`config.mk`:
```
export PLATFORM = sky130hd
export DESIGN_NAME = uart_tx_fifo
export DESIGN_NICKNAME = d
export VERILOG_FILES = /design/src/rtl/uart_pkg.sv /design/src/rtl/byte_fifo.sv /design/src/rtl/uart_tx_fifo.sv
export SDC_FILE = /design/constraint.sdc
export NUM_CORES = 1
export LEC_CHECK = 0
export BUFFER_PORTS_ARGS = -buffer_cell sky130_fd_sc_hd__buf_2
export CAP_MARGIN = 25
export CELL_PAD_IN_SITES_DETAIL_PLACEMENT = 0
export CELL_PAD_IN_SITES_GLOBAL_PLACEMENT = 1
export CORE_ASPECT_RATIO = 1.75
export CORE_MARGIN = 3
export CORE_UTILIZATION = 56
export CTS_CLUSTER_SIZE = 14
export DETAILED_ROUTE_END_ITERATION = 6
export PLACE_DENSITY = 0.93
export SYNTH_ARGS = -nofsm -noshare
export SYNTH_HDL_FRONTEND = slang
export SYNTH_HIERARCHICAL = 1
export SYNTH_SLANG_ARGS = --single-unit
```
`constraint.sdc`:
```
create_clock -name clk -period 7.8 [get_ports clk]
set_clock_uncertainty 0.05 [all_clocks]
set_input_delay 0.78 -clock clk [delete_from_list [all_inputs] [get_ports clk]]
set_output_delay 0.78 -clock clk [all_outputs]
set_load 0.01 [all_outputs]
```
`src/rtl/uart_pkg.sv`:
```
// uart_pkg: constants shared by the UART transmit FIFO and its storage block.
// Contents: default FIFO depth, 2-bit encodings of the serializer handshake FSM.
// No logic; imported with import uart_pkg::*.
package uart_pkg;

  localparam int UART_FIFO_DEPTH = 16;

  localparam logic [1:0] F_IDLE = 2'd0;  // waiting for a byte and a ready serializer
  localparam logic [1:0] F_REQ  = 2'd1;  // tx_send held high, waiting for tx_ready to fall
  localparam logic [1:0] F_REL  = 2'd2;  // byte taken, waiting for tx_ready to return

endpackage

```
`src/rtl/byte_fifo.sv`:
```
// byte_fifo: register-array byte queue with AW-bit wrapping pointers and an AW+1 bit count.
// Latency: a push at edge N is visible as head/count after edge N; head is read combinationally at rd_ptr.
// Backpressure: push while full is ignored (full is taken before any same-cycle pop); pop while empty is ignored.
// Ports: clk, reset (async, active-high), push/push_data, pop, full, empty, count, head.
module byte_fifo
  import uart_pkg::*;
#(
  parameter int DEPTH = UART_FIFO_DEPTH,
  parameter int AW    = $clog2(DEPTH)
) (
  input  logic          clk,
  input  logic          reset,
  input  logic          push,
  input  logic [7:0]    push_data,
  input  logic          pop,
  output logic          full,
  output logic          empty,
  output logic [AW:0]   count,
  output logic [7:0]    head
);

  localparam logic [AW:0]   FULL_CNT = (AW+1)'(DEPTH);
  localparam logic [AW:0]   CNT_ONE  = (AW+1)'(1);
  localparam logic [AW-1:0] PTR_ONE  = AW'(1);

  logic [7:0]    mem_q [DEPTH];
  logic [AW-1:0] wr_ptr_q, wr_ptr_d;
  logic [AW-1:0] rd_ptr_q, rd_ptr_d;
  logic [AW:0]   count_q, count_d;
  logic          push_ok;
  logic          pop_ok;

  assign full    = (count_q == FULL_CNT);
  assign empty   = (count_q == '0);
  assign count   = count_q;
  assign head    = mem_q[rd_ptr_q];

  // Full is judged on the registered count, so a push into a full queue is
  // dropped even when a pop frees a slot on the same edge.
  assign push_ok = push && !full;
  assign pop_ok  = pop && !empty;

  always_comb begin
    wr_ptr_d = wr_ptr_q;
    rd_ptr_d = rd_ptr_q;
    count_d  = count_q;
    if (push_ok) wr_ptr_d = wr_ptr_q + PTR_ONE;
    if (pop_ok)  rd_ptr_d = rd_ptr_q + PTR_ONE;
    case ({push_ok, pop_ok})
      2'b10:   count_d = count_q + CNT_ONE;
      2'b01:   count_d = count_q - CNT_ONE;
      default: count_d = count_q;
    endcase
  end

  // Storage is not reset. With count < DEPTH the write slot wr_ptr never
  // equals rd_ptr of a non-empty queue, so head is never overwritten in place.
  always_ff @(posedge clk) begin
    if (push_ok) mem_q[wr_ptr_q] <= push_data;
  end

  always_ff @(posedge clk or posedge reset) begin
    if (reset) begin
      wr_ptr_q <= '0;
      rd_ptr_q <= '0;
      count_q  <= '0;
    end else begin
      wr_ptr_q <= wr_ptr_d;
      rd_ptr_q <= rd_ptr_d;
      count_q  <= count_d;
    end
  end

endmodule

```
`src/rtl/uart_tx_fifo.sv`:
```
// uart_tx_fifo: byte FIFO feeding a UART serializer through a level-held send / ready handshake.
// Latency: write into an empty FIFO at edge N with an idle, ready serializer raises tx_send after edge N+1.
// Backpressure: writes when full are dropped and set sticky overflow; tx_send waits for tx_ready high.
// Ports: clk, reset (async, active-high), wr_data/wr_en, full, empty, count, overflow, ovf_clear,
//        tx_ready (serializer ready), tx_data/tx_send (registered request to serializer).
module uart_tx_fifo
  import uart_pkg::*;
#(
  parameter int DEPTH = UART_FIFO_DEPTH,
  parameter int AW    = $clog2(DEPTH)
) (
  input  logic          clk,
  input  logic          reset,
  input  logic [7:0]    wr_data,
  input  logic          wr_en,
  output logic          full,
  output logic          empty,
  output logic [AW:0]   count,
  output logic          overflow,
  input  logic          ovf_clear,
  input  logic          tx_ready,
  output logic [7:0]    tx_data,
  output logic          tx_send
);

  logic [1:0] state_q, state_d;
  logic       tx_send_q, tx_send_d;
  logic [7:0] tx_data_q, tx_data_d;
  logic       overflow_q, overflow_d;
  logic       fifo_pop;
  logic [7:0] fifo_head;

  byte_fifo #(
    .DEPTH (DEPTH),
    .AW    (AW)
  ) u_byte_fifo (
    .clk       (clk),
    .reset     (reset),
    .push      (wr_en),
    .push_data (wr_data),
    .pop       (fifo_pop),
    .full      (full),
    .empty     (empty),
    .count     (count),
    .head      (fifo_head)
  );

  // Handshake: request only from idle with ready high; the byte is popped when
  // the serializer drops ready, and a new request waits for ready to return.
  always_comb begin
    state_d   = state_q;
    tx_send_d = tx_send_q;
    tx_data_d = tx_data_q;
    fifo_pop  = 1'b0;
    case (state_q)
      F_IDLE: begin
        if (!empty && tx_ready) begin
          tx_send_d = 1'b1;
          tx_data_d = fifo_head;
          state_d   = F_REQ;
        end else begin
          tx_send_d = 1'b0;
        end
      end
      F_REQ: begin
        if (!tx_ready) begin
          tx_send_d = 1'b0;
          fifo_pop  = 1'b1;
          state_d   = F_REL;
        end
      end
      F_REL: begin
        tx_send_d = 1'b0;
        if (tx_ready) state_d = F_IDLE;
      end
      default: begin
        tx_send_d = 1'b0;
        state_d   = F_IDLE;
      end
    endcase
  end

  // A dropped write outranks a coincident clear.
  always_comb begin
    overflow_d = overflow_q;
    if (wr_en && full)  overflow_d = 1'b1;
    else if (ovf_clear) overflow_d = 1'b0;
  end

  always_ff @(posedge clk or posedge reset) begin
    if (reset) begin
      state_q    <= F_IDLE;
      tx_send_q  <= 1'b0;
      tx_data_q  <= 8'h00;
      overflow_q <= 1'b0;
    end else begin
      state_q    <= state_d;
      tx_send_q  <= tx_send_d;
      tx_data_q  <= tx_data_d;
      overflow_q <= overflow_d;
    end
  end

  assign tx_send  = tx_send_q;
  assign tx_data  = tx_data_q;
  assign overflow = overflow_q;

endmodule

```
==> metrics.md <==
| Metric | Value |
|---|---|
| Core Region | roughly 11000 um^2 |
| Clk sinks | roughly 150 |
| Pleak | 2.559 nW |
| Largest net degree at the start of global routing | 49 |
| Clk root buf | clkbuf_16 |
| Diode count | 0 |
| Period Utilization, post-route | 0.3968 |
| Worst-case clock buffer depth | 2 |
| Nets | 427 |
| GP Congestion | roughly 0.84 |
| Syn Area/Cell | approximately 17 um^2 |
| Status | complete, no violations |
| PD cells | ~380 nW/um^2 |
| Synth Instances | ~370 |
| Fin. Hold Viols | 0 |
| Setup repair bufs after CTS | 0 |
| Switch share | 0.3165 |
| Internal Power | about 1.8 mW |
| CTS tree | built |
| Hold_buf cts | 0 |
| Final instance area | roughly 7000 um^2 |
| Critical path arrival | ~3.4 ns |
| Synth Warn # | 6 |
| CP max FO | 9 |
| Synth cell types | 36 |
| Setup TNS | 0 ns |
| Vias per std cell | 6.132 |
| Final Critical Period | roughly 3.1 ns |
| Sequential area share after synthesis | 0.7123 |
| Most frequent cells in the layout | edfxtp_1, buf_2, mux2i_1 |
| Combinational power share | 0.291 |
| Largest cells by area after synthesis | edfxtp_1, dfrtp_1, mux4_2, mux2i_1, mux2_2 |
| Rel. slew slack | 0.3517 |
| Area delta synth->final | 12.54% |
| Post-DRT Antenna Nets | 0 |
| Worst Path Required | slightly above 8 ns |
| Commonest non-fill, non-tap cell in the layout | edfxtp_1 |
| Multi-input gate area | approximately 1600 um^2 |
| # IOs | 30 |
| Yosys top cell by area | edfxtp_1 |
| Total number of vias | between 3000 and 4000 |
| All-Layer GR Usage | 0.2122 |
| Vias in the first global route | about 3500 |
| Grt ovf | 0 |
| Fill cells | ~700 |
| Global-route wire length before repair | 19270 um |
| Slowest-stage cell, CP | dfrtp_1 |
| Starting density of the core | 0.5798 |
| FF+latch count, synth | between 150 and 200 |
| Worst Tran Pin Value | around 0.97 ns |
| Quantity of I/O buffers inserted on ports | 29 |
| H-tree levels | 4 |
| Psw | 0.8442 mW |
| Starting DRT DRC Count | between 200 and 250 |
| Hold WC Path Type | in2async |
| Crit path largest cell delay | 0.44 ns |
| Final max-slew violation count | 0 |
| FMAX | between 300 and 400 MHz |
| Post-CTS Resized | 0 |
| Clock latency on the worst-skew pair | about 0.42 ns |
| Chip Height | ~150 um |
| CP dominant cell by count | inv_1 |
| DRC violations left | 0 |
| Final setup violation count | 0 |
| Clk pin slew, worst setup/hold paths | about 0.060 ns |
| Wire length per cell | between 20 and 25 um |
| Synthesized area | approximately 6300 um^2 |
| CTS Buf Count | 17 |
| Worst Path Class, Setup | reg2reg |
| Cells along the critical path | nor4_2 -> nand2_1 -> and2_1 -> inv_1 -> ha_1 -> inv_1 -> fa_1 -> nor2b_1 -> o21ai_0 -> nand3_1 -> or3b_1 -> xnor2_1 |
| Layout cells sized above 1 | 0.2470 |
| Crit path capture type | register |
| Clock Power Share | 0.289 |
| Die W | approximately 86 um |
| Antenna violations before repair | 0 |
| Sequential power share | 0.419 |
| Yosys top cell area share | 0.6126 |
| Rows | 50 |
| Placed inst area | around 6500 um^2 |
| Flip-flop and latch area | 4471 um^2 |
| First-pass DRT Iterations | 5 |
| Syn nets | slightly below 400 |
| WL final | between 10000 and 15000 um |
| RSZ-0062 raised after global routing | no |
| Die Area | 12560 um^2 |
| CP Launch Type | register |
| VDD IR max | around 0.29 mV |
| DP HPWL | a little over 8000 um |
| Maxcap violations | 0 |
==> flip-flops by register name (all words and copies together) (netlist names) <==
name,count
tx_data,8
tx_send,1
overflow,1
u_byte_fifo/count,5
state_q,2
u_byte_fifo/wr_ptr_q,4
u_byte_fifo/rd_ptr_q,4
u_byte_fifo/mem_q,128
==> power by group through the flow <==
stage,clock network (mW),logic (mW),registers (mW)
after floorplan,0,0.594,1.10
after global placement,0,0.750,1.12
after detailed placement,0,0.776,1.13
after CTS,0.784,0.782,1.12
after global routing,0.822,0.845,1.13
final,0.772,0.776,1.12
==> cells by family after synthesis <==
| logic type | Yosys count | share of synthesized area |
|---|---|---|
| AO/OA/AOI/OAI | 50 | 0.04826 |
| XOR/XNOR | 11 | 0.01536 |
| adder cells (fa/ha/maj) | 10 | 0.02114 |
| buffers and inverters | 30 | 0.02911 |
| flip-flops | 153 | 0.7123 |
| multiplexers | 58 | 0.1284 |
| AND/OR/NAND/NOR | 55 | 0.04546 |
==> cells in the mapped netlist <==
library cell / instances
or3b_1: 1
clkbuf_1: 4
buf_6: 6
a22oi_1: 8
mux2_4: 1
inv_1: 12
nand4_1: 1
edfxtp_1: 128
buf_2: 4
and2_1: 2
and2b_1: 1
or2_2: 1
nand3_1: 2
mux4_2: 16
nor4b_4: 1
buf_12: 1
a21oi_1: 12
nand2b_1: 3
nor4_2: 1
nor2b_1: 3
o21ai_0: 21
mux2i_1: 25
nand2_1: 20
a221oi_1: 8
xor2_1: 3
nor3_1: 5
xnor2_1: 8
nor2_1: 13
mux2_2: 16
buf_1: 2
a21o_1: 1
dfrtp_1: 25
ha_1: 9
buf_4: 1
fa_1: 1
nand2_4: 1
==> per-layer routing <==
metal / routed length, um / global-route usage
met5: 0 / 0
met1: 4286 / 0.2340
met4: 623 / 0.1260
met2: 6688 / 0.3597
met3: 548 / 0.05647
==> worst max-delay path: cells and delay by family (launching register included) <==
family,cells,cell delay [ns]
AND/OR/NAND/NOR,6,1.35
adder cells (fa/ha/maj),2,0.65
flip-flops,1,0.44
buffers and inverters,2,0.22
AO/OA/AOI/OAI,1,0.14
XOR/XNOR,1,0.14
==> cell type report <==
type,instances,area share
Inverter,12,0.006378
Multi-Input combinational cell,184,0.2298
Sequential cell,153,0.6331
Clock inverter,13,0.01843
Tap cell,130,0.02303
Clock buffer,19,0.06130
Timing Repair Buffer,36,0.02799
==> worst paths after layout <==
check | slack (ns) | start | cells after the start | to
min | 0.34 | reset | 2 | tx_data[1]
max in group asynchronous | 6.95 | reset | 2 | u_byte_fifo/rd_ptr_q[0]
min in group clk | 0.46 | tx_data[7] | 1 | tx_data[7]
min reg2reg | 0.46 | tx_data[7] | 1 | tx_data[7]
max | 4.71 | u_byte_fifo/count[0] | 12 | u_byte_fifo/count[4]
max reg2reg | 4.71 | u_byte_fifo/count[0] | 12 | u_byte_fifo/count[4]
==> through the flow <==
step | total power, mW | utilization | hold WS [ns] | worst slack [ns] | instances
after global placement | 1.872 | 0.5998 | 0.4380 | 4.638 | 514
after CTS | 2.685 | 0.6525 | 0.3262 | 4.746 | 547
after global routing | 2.799 | 0.6525 | 0.3649 | 4.520 | 547
after detailed placement | 1.908 | 0.6005 | 0.4465 | 4.498 | 515
after floorplan | 1.696 | - | 0.4865 | 4.981 | 367
final | 2.667 | 0.6525 | 0.3385 | 4.705 | 547
No activity file was read; power rests on OpenSTA's default activity.
